==> config.mk <==
export PLATFORM = sky130hd
export DESIGN_NAME = pwr_en_sequencer
export DESIGN_NICKNAME = d
export VERILOG_FILES = /design/src/rtl/pwr_en_sequencer.sv
export SDC_FILE = /design/constraint.sdc
export NUM_CORES = 1
export LEC_CHECK = 0
export ABC_AREA = 1
export CAP_MARGIN = 10
export CORE_MARGIN = 1.5
export CORE_UTILIZATION = 25
export CTS_CLUSTER_SIZE = 12
export DETAILED_ROUTE_END_ITERATION = 7
export HOLD_SLACK_MARGIN = 0.05
export PLACE_DENSITY = 0.43
export SYNTH_ARGS = -nofsm -noshare
export SYNTH_HDL_FRONTEND = slang
export SYNTH_SLANG_ARGS = --single-unit
==> constraint.sdc <==
create_clock -name clk100m -period 2.4 [get_ports clk100m]
set_input_delay 0.72 -clock clk100m [delete_from_list [all_inputs] [get_ports clk100m]]
set_output_delay 0.72 -clock clk100m [all_outputs]
set_load 0.05 [all_outputs]
==> src/rtl/pwr_en_sequencer.sv <==
// rtl/pwr_en_sequencer.sv - steps a power-enable pattern through settle/measure windows
module pwr_en_sequencer #(
    parameter int NUM_MODULES    = 32,
    parameter int SETTLE_CYCLES  = 10000000,
    parameter int MEASURE_CYCLES = 100000000,
    parameter int STEP_W         = $clog2(NUM_MODULES + 1)
) (
    input  logic                   clk100m,
    input  logic                   rst,
    input  logic                   start,
    input  logic                   abort,
    input  logic [1:0]             mode,
    input  logic                   loop,
    input  logic [NUM_MODULES-1:0] manual_mask,
    output logic [NUM_MODULES-1:0] pwr_en_out,
    output logic [STEP_W-1:0]      step_idx,
    output logic                   busy,
    output logic                   meas_active,
    output logic                   step_strobe,
    output logic                   done
);

    typedef enum logic [1:0] {
        S_IDLE,
        S_SETTLE,
        S_MEASURE,
        S_DONE
    } state_t;

    localparam logic [1:0]  MODE_RAMP    = 2'd0;
    localparam logic [1:0]  MODE_WALK    = 2'd1;
    localparam logic [1:0]  MODE_MASK    = 2'd2;
    localparam logic [1:0]  MODE_RSVD    = 2'd3;
    localparam logic [31:0] SETTLE_LOAD  = 32'(SETTLE_CYCLES - 1);
    localparam logic [31:0] MEASURE_LOAD = 32'(MEASURE_CYCLES - 1);
    localparam logic [STEP_W-1:0] LAST_MULTI = STEP_W'(NUM_MODULES);

    state_t                 state_q, state_d;
    logic [31:0]            timer_q, timer_d;
    logic [STEP_W-1:0]      step_q, step_d;
    logic [NUM_MODULES-1:0] pwr_q, pwr_d;
    logic                   busy_q, busy_d;
    logic                   meas_q, meas_d;
    logic                   strobe_q, strobe_d;
    logic                   done_q, done_d;
    logic [1:0]             mode_q, mode_d;
    logic                   loop_q, loop_d;
    logic [NUM_MODULES-1:0] mask_q, mask_d;
    logic [STEP_W-1:0]      last_step;

    // Step 0 of RAMP and WALK is the all-off baseline; the reserved mode never runs.
    function automatic logic [NUM_MODULES-1:0] pattern(input logic [1:0] m,
                                                        input logic [NUM_MODULES-1:0] msk,
                                                        input logic [STEP_W-1:0] k);
        logic [NUM_MODULES-1:0] p;
        p = '0;
        for (int i = 0; i < NUM_MODULES; i++) begin
            case (m)
                MODE_RAMP: p[i] = (i < int'(k));
                MODE_WALK: p[i] = ((i + 1) == int'(k));
                MODE_MASK: p[i] = msk[i];
                default:   p[i] = 1'b0;
            endcase
        end
        return p;
    endfunction

    assign last_step = (mode_q == MODE_MASK) ? '0 : LAST_MULTI;

    always_ff @(posedge clk100m) begin
        if (rst) begin
            state_q  <= S_IDLE;
            timer_q  <= '0;
            step_q   <= '0;
            pwr_q    <= '0;
            busy_q   <= 1'b0;
            meas_q   <= 1'b0;
            strobe_q <= 1'b0;
            done_q   <= 1'b0;
            mode_q   <= '0;
            loop_q   <= 1'b0;
            mask_q   <= '0;
        end else begin
            state_q  <= state_d;
            timer_q  <= timer_d;
            step_q   <= step_d;
            pwr_q    <= pwr_d;
            busy_q   <= busy_d;
            meas_q   <= meas_d;
            strobe_q <= strobe_d;
            done_q   <= done_d;
            mode_q   <= mode_d;
            loop_q   <= loop_d;
            mask_q   <= mask_d;
        end
    end

    always_comb begin
        state_d  = state_q;
        timer_d  = timer_q;
        step_d   = step_q;
        pwr_d    = pwr_q;
        busy_d   = busy_q;
        meas_d   = 1'b0;
        strobe_d = 1'b0;
        done_d   = 1'b0;
        mode_d   = mode_q;
        loop_d   = loop_q;
        mask_d   = mask_q;

        case (state_q)
            S_IDLE: begin
                step_d = '0;
                pwr_d  = '0;
                busy_d = 1'b0;
                if (start && !abort && (mode != MODE_RSVD)) begin
                    mode_d  = mode;
                    loop_d  = loop;
                    mask_d  = manual_mask;
                    state_d = S_SETTLE;
                    timer_d = SETTLE_LOAD;
                    pwr_d   = pattern(mode, manual_mask, '0);
                    busy_d  = 1'b1;
                end
            end
            S_SETTLE: begin
                if (timer_q == '0) begin
                    state_d  = S_MEASURE;
                    timer_d  = MEASURE_LOAD;
                    meas_d   = 1'b1;
                    strobe_d = 1'b1;
                end else begin
                    timer_d = timer_q - 32'd1;
                end
            end
            S_MEASURE: begin
                if (timer_q == '0) begin
                    if (step_q != last_step) begin
                        state_d = S_SETTLE;
                        timer_d = SETTLE_LOAD;
                        step_d  = step_q + STEP_W'(1);
                        pwr_d   = pattern(mode_q, mask_q, step_q + STEP_W'(1));
                    end else if (loop_q) begin
                        state_d = S_SETTLE;
                        timer_d = SETTLE_LOAD;
                        step_d  = '0;
                        pwr_d   = pattern(mode_q, mask_q, '0);
                    end else begin
                        // step_idx keeps the last step through the DONE cycle
                        state_d = S_DONE;
                        pwr_d   = '0;
                        done_d  = 1'b1;
                    end
                end else begin
                    timer_d = timer_q - 32'd1;
                    meas_d  = 1'b1;
                end
            end
            S_DONE: begin
                state_d = S_IDLE;
                step_d  = '0;
                pwr_d   = '0;
                busy_d  = 1'b0;
            end
            default: begin
                state_d = S_IDLE;
                step_d  = '0;
                pwr_d   = '0;
                busy_d  = 1'b0;
            end
        endcase

        // Abort overrides whatever the active state decided, so done never pulses.
        if ((state_q != S_IDLE) && abort) begin
            state_d  = S_IDLE;
            timer_d  = '0;
            step_d   = '0;
            pwr_d    = '0;
            busy_d   = 1'b0;
            meas_d   = 1'b0;
            strobe_d = 1'b0;
            done_d   = 1'b0;
        end
    end

    assign pwr_en_out  = pwr_q;
    assign step_idx    = step_q;
    assign busy        = busy_q;
    assign meas_active = meas_q;
    assign step_strobe = strobe_q;
    assign done        = done_q;

endmodule

==> summary.txt <==
Status: completed
PwrDens: 969.4 nW/µm²
Layout cells sized above 1: 10.24%
Resized Gates After CTS: 0
Setup_tns: 0 ns
Worst Skew: 0.01590 ns
Fmax achieved: 424.5 MHz
Worst hold endpoint: mask_q[31]
Starting Density: 25.65%
ANT nets after route: 0
Flops & latches, synth: 111
Number of synthesis warnings: 0
Clock power frac: 17.7%
Initial drt markers: 578
Diode count: 0
Initial antenna violation count: 0
Pleak: 3.585 nW
Final worst path period share: 98.16%
Post-DP HPWL: 20,040 µm
Overall Global Routing Usage: 18.42%
Final Max Tran Viols: 0
Most common cell after layout, fill and taps aside: nand2_1
Commonest cells after routing, fill and taps aside: nand2_1, nor2_1, a21oi_1, dfxtp_1
Setup crit start kind: register
Cell area after placement: 8553 µm²
Top Ports: 81
Seq/Total Area, Yosys: 31.97%
Top delay family on crit path: buffers and inverters
Fillers: 3,037
Hold path start: mask_q[31]
GRT overflow: 0
Syn Nets: 1,167
WP buf/inv: 1
DR pass1 iterations: 5
Post-CTS setup buffers: 0
CTS tree: built
Die width: 169.8 µm
Synth Area per Inst: 6.229 µm²
Max Cap Violations: 0
Xor and xnor area share after synthesis: 1.386%
Final core utilization: 32.58%
Worst hold path depth: 2
Final WS setup: 0.04423 ns
Endpoints failing setup: 0
Worst r2r src: step_idx[1]
Mux contribution to synthesized area: 0%
DRC Markers: 0
Switching share of power: 47.54%
Die Y: 169.8 µm
Root buf cell: clkbuf_16
Worst slew margin: 62.40%
Max rail drop VDD: 0.3441 mV
Vias in the first global route: 7,304
Routability cong.: 0.9270
Num Clock Sinks: 111
Core area: 27,100 µm²
Slowest cell on the critical path: clkdlybuf4s50_1
Worst hold path class: reg2reg
P_sw: 0.004068 W
Critical Path End Type: primary output
Post-Synth Simple-Gate Area: 37.19%
Final Cell Area: 8828 µm²
Minimum clock period: 2.356 ns
Compound-Gate Fraction of Synth Area: 18.79%
Vias: 7,533
Syn Inst Count: 1,116
Nets: 1,276
Endpoints failing hold: 0
Die area: 28,820 µm²
CP arrival: 1.64 ns
Routed wire length: 26,010 µm
DR vias/cell: 4.702
Comb pwr share: 53.5%
Internal power: 0.004490 W
Adder-Cell Fraction of Synth Area: 2.160%
R2R Setup Slk: 0.22 ns
CP max FO: 2
First-pass GRT wire length: 41,290 µm
Largest family of logic cells by synthesized area: simple AND/OR/NAND/NOR gates
Critical path required time: 1.68 ns
Max stage delay on crit path: 0.84 ns
Reg power frac: 28.7%
Number of buffers added on ports: 80
Unrepaired setup endpoints after global routing: yes
Worst reg2reg endpoint: pwr_en_out[5]
Clk_lat worst skew: 0.36 ns
Clock Path Buffers: 2
Pin count of the biggest net entering global routing: 50
CTS Buf Count: 9
DP Worst Slack: -0.02467 ns
Mapped cell area: 6952 µm²
Syn-to-layout area delta: 27.00%
H-tree depth: 3
Clock Pin Slew Worst Setup and Hold Paths: 0.08 ns
Critical path class: reg2out
Placement Rows: 60
R2R cell count: 13
Drt wl/cell: 16.24 µm
Hold WS: 0.4654 ns
Cells along the critical path: clkdlybuf4s50_1
Worst-Margin Slew: 0.5620 ns
Distinct cells, synth: 37
Cts hold-fix bufs: 0
sequential cells by signal, indices dropped and copies added, names as in the netlist, 2 cells and up:
name / cells
step_idx: 6
pwr_en_out: 32
state_q: 2
mask_q: 32
mode_q: 2
timer_q: 32
cell usage after synthesis (all sizes together):
| master | count | share of area, % |
|---|---|---|
| nand2 | 279 | 15 |
| nor2 | 201 | 12 |
| a21oi | 114 | 8.4 |
| dfxtp | 111 | 32 |
| o21ai | 96 | 6.9 |
| nand3 | 95 | 7.5 |
| inv | 93 | 5.1 |
| a211oi | 25 | 2.7 |
| clkbuf | 24 | 1.3 |
| buf | 21 | 2.1 |
| ha | 12 | 2.2 |
| nor3 | 8 | 0.58 |
| nand4 | 7 | 0.63 |
| xor2 | 7 | 0.88 |
| nand3b | 5 | 0.54 |
| xnor2 | 4 | 0.50 |
| o21a | 3 | 0.32 |
| o22ai | 3 | 0.27 |
| clkinv | 2 | 0.11 |
| nor4 | 2 | 0.18 |
| o21bai | 2 | 0.22 |
| and3 | 1 | 0.090 |
| or2 | 1 | 0.090 |
worst max path at each step:
stage / start / endpoint / slack [ns] / cells after the start
finish: pwr_en_out[15] / pwr_en_out[15] / 0.04 / 1
global placement: mode[1] / pwr_en_out[5] / -0.004 / 11
detailed placement: mode[1] / pwr_en_out[6] / -0.02 / 11
CTS: pwr_en_out[15] / pwr_en_out[15] / 0.07 / 1
global route: step_idx[1] / pwr_en_out[1] / -0.0001 / 13
floorplan: step_idx[1] / pwr_en_out[10] / 0.12 / 12
power groups by stage:
stage	Combinational, W	Sequential [W]	Clock (W)
6_report	0.00458	0.00246	0.00152
5_1_grt	0.00508	0.00251	0.00163
4_1_cts	0.00461	0.00246	0.00158
3_5_place_dp	0.00459	0.00250	0
3_3_place_gp	0.00461	0.00250	0
2_1_floorplan	0.00257	0.00293	0
layout make-up:
cell class	count	area, µm²	share of cell area, %
repair buffers	143	1359	15.39
clock inverters	4	28.78	0.3260
well taps	372	465.4	5.272
clock buffers	12	246.5	2.792
inverters	95	359.1	4.067
multi-input cells	865	4148	46.98
flip-flops and latches	111	2222	25.17
layer usage:
metal / global-route usage (%) / vias up / routed length (µm)
li1: - / 3871 / -
met1: 26.62 / 3477 / 13240
met2: 28.60 / 166 / 11200
met3: 2.519 / 19 / 1216
met4: 4.579 / 0 / 354
met5: 0 / - / 0
worst register-to-register path, cell delays in order (launching register included):
cell	delay, ns
dfxtp_1	0.36
buf_4	0.17
inv_1	0.09
ha_1	0.15
nand2_1	0.06
nor2_2	0.16
nand3_4	0.11
buf_4	0.19
nor2_4	0.08
buf_4	0.19
inv_1	0.17
o21ai_0	0.19
nor2_1	0.05
a21oi_1	0.14
stage by stage:
stage	std cells	total power (W)
floorplan	1116	0.005501
global placement	1586	0.007108
detailed placement	1586	0.007089
CTS	1602	0.008653
global route	1602	0.009217
finish	1602	0.008558
logic make-up (layout without fill, tap and decap cells):
logic type	count (synthesis)	after routing
fa+ha+maj	12	12
buf+inv	140	254
flops	111	111
compound gates	243	243
simple gates	599	599
xor+xnor	11	11
No activity file was read; power rests on OpenSTA's default activity.
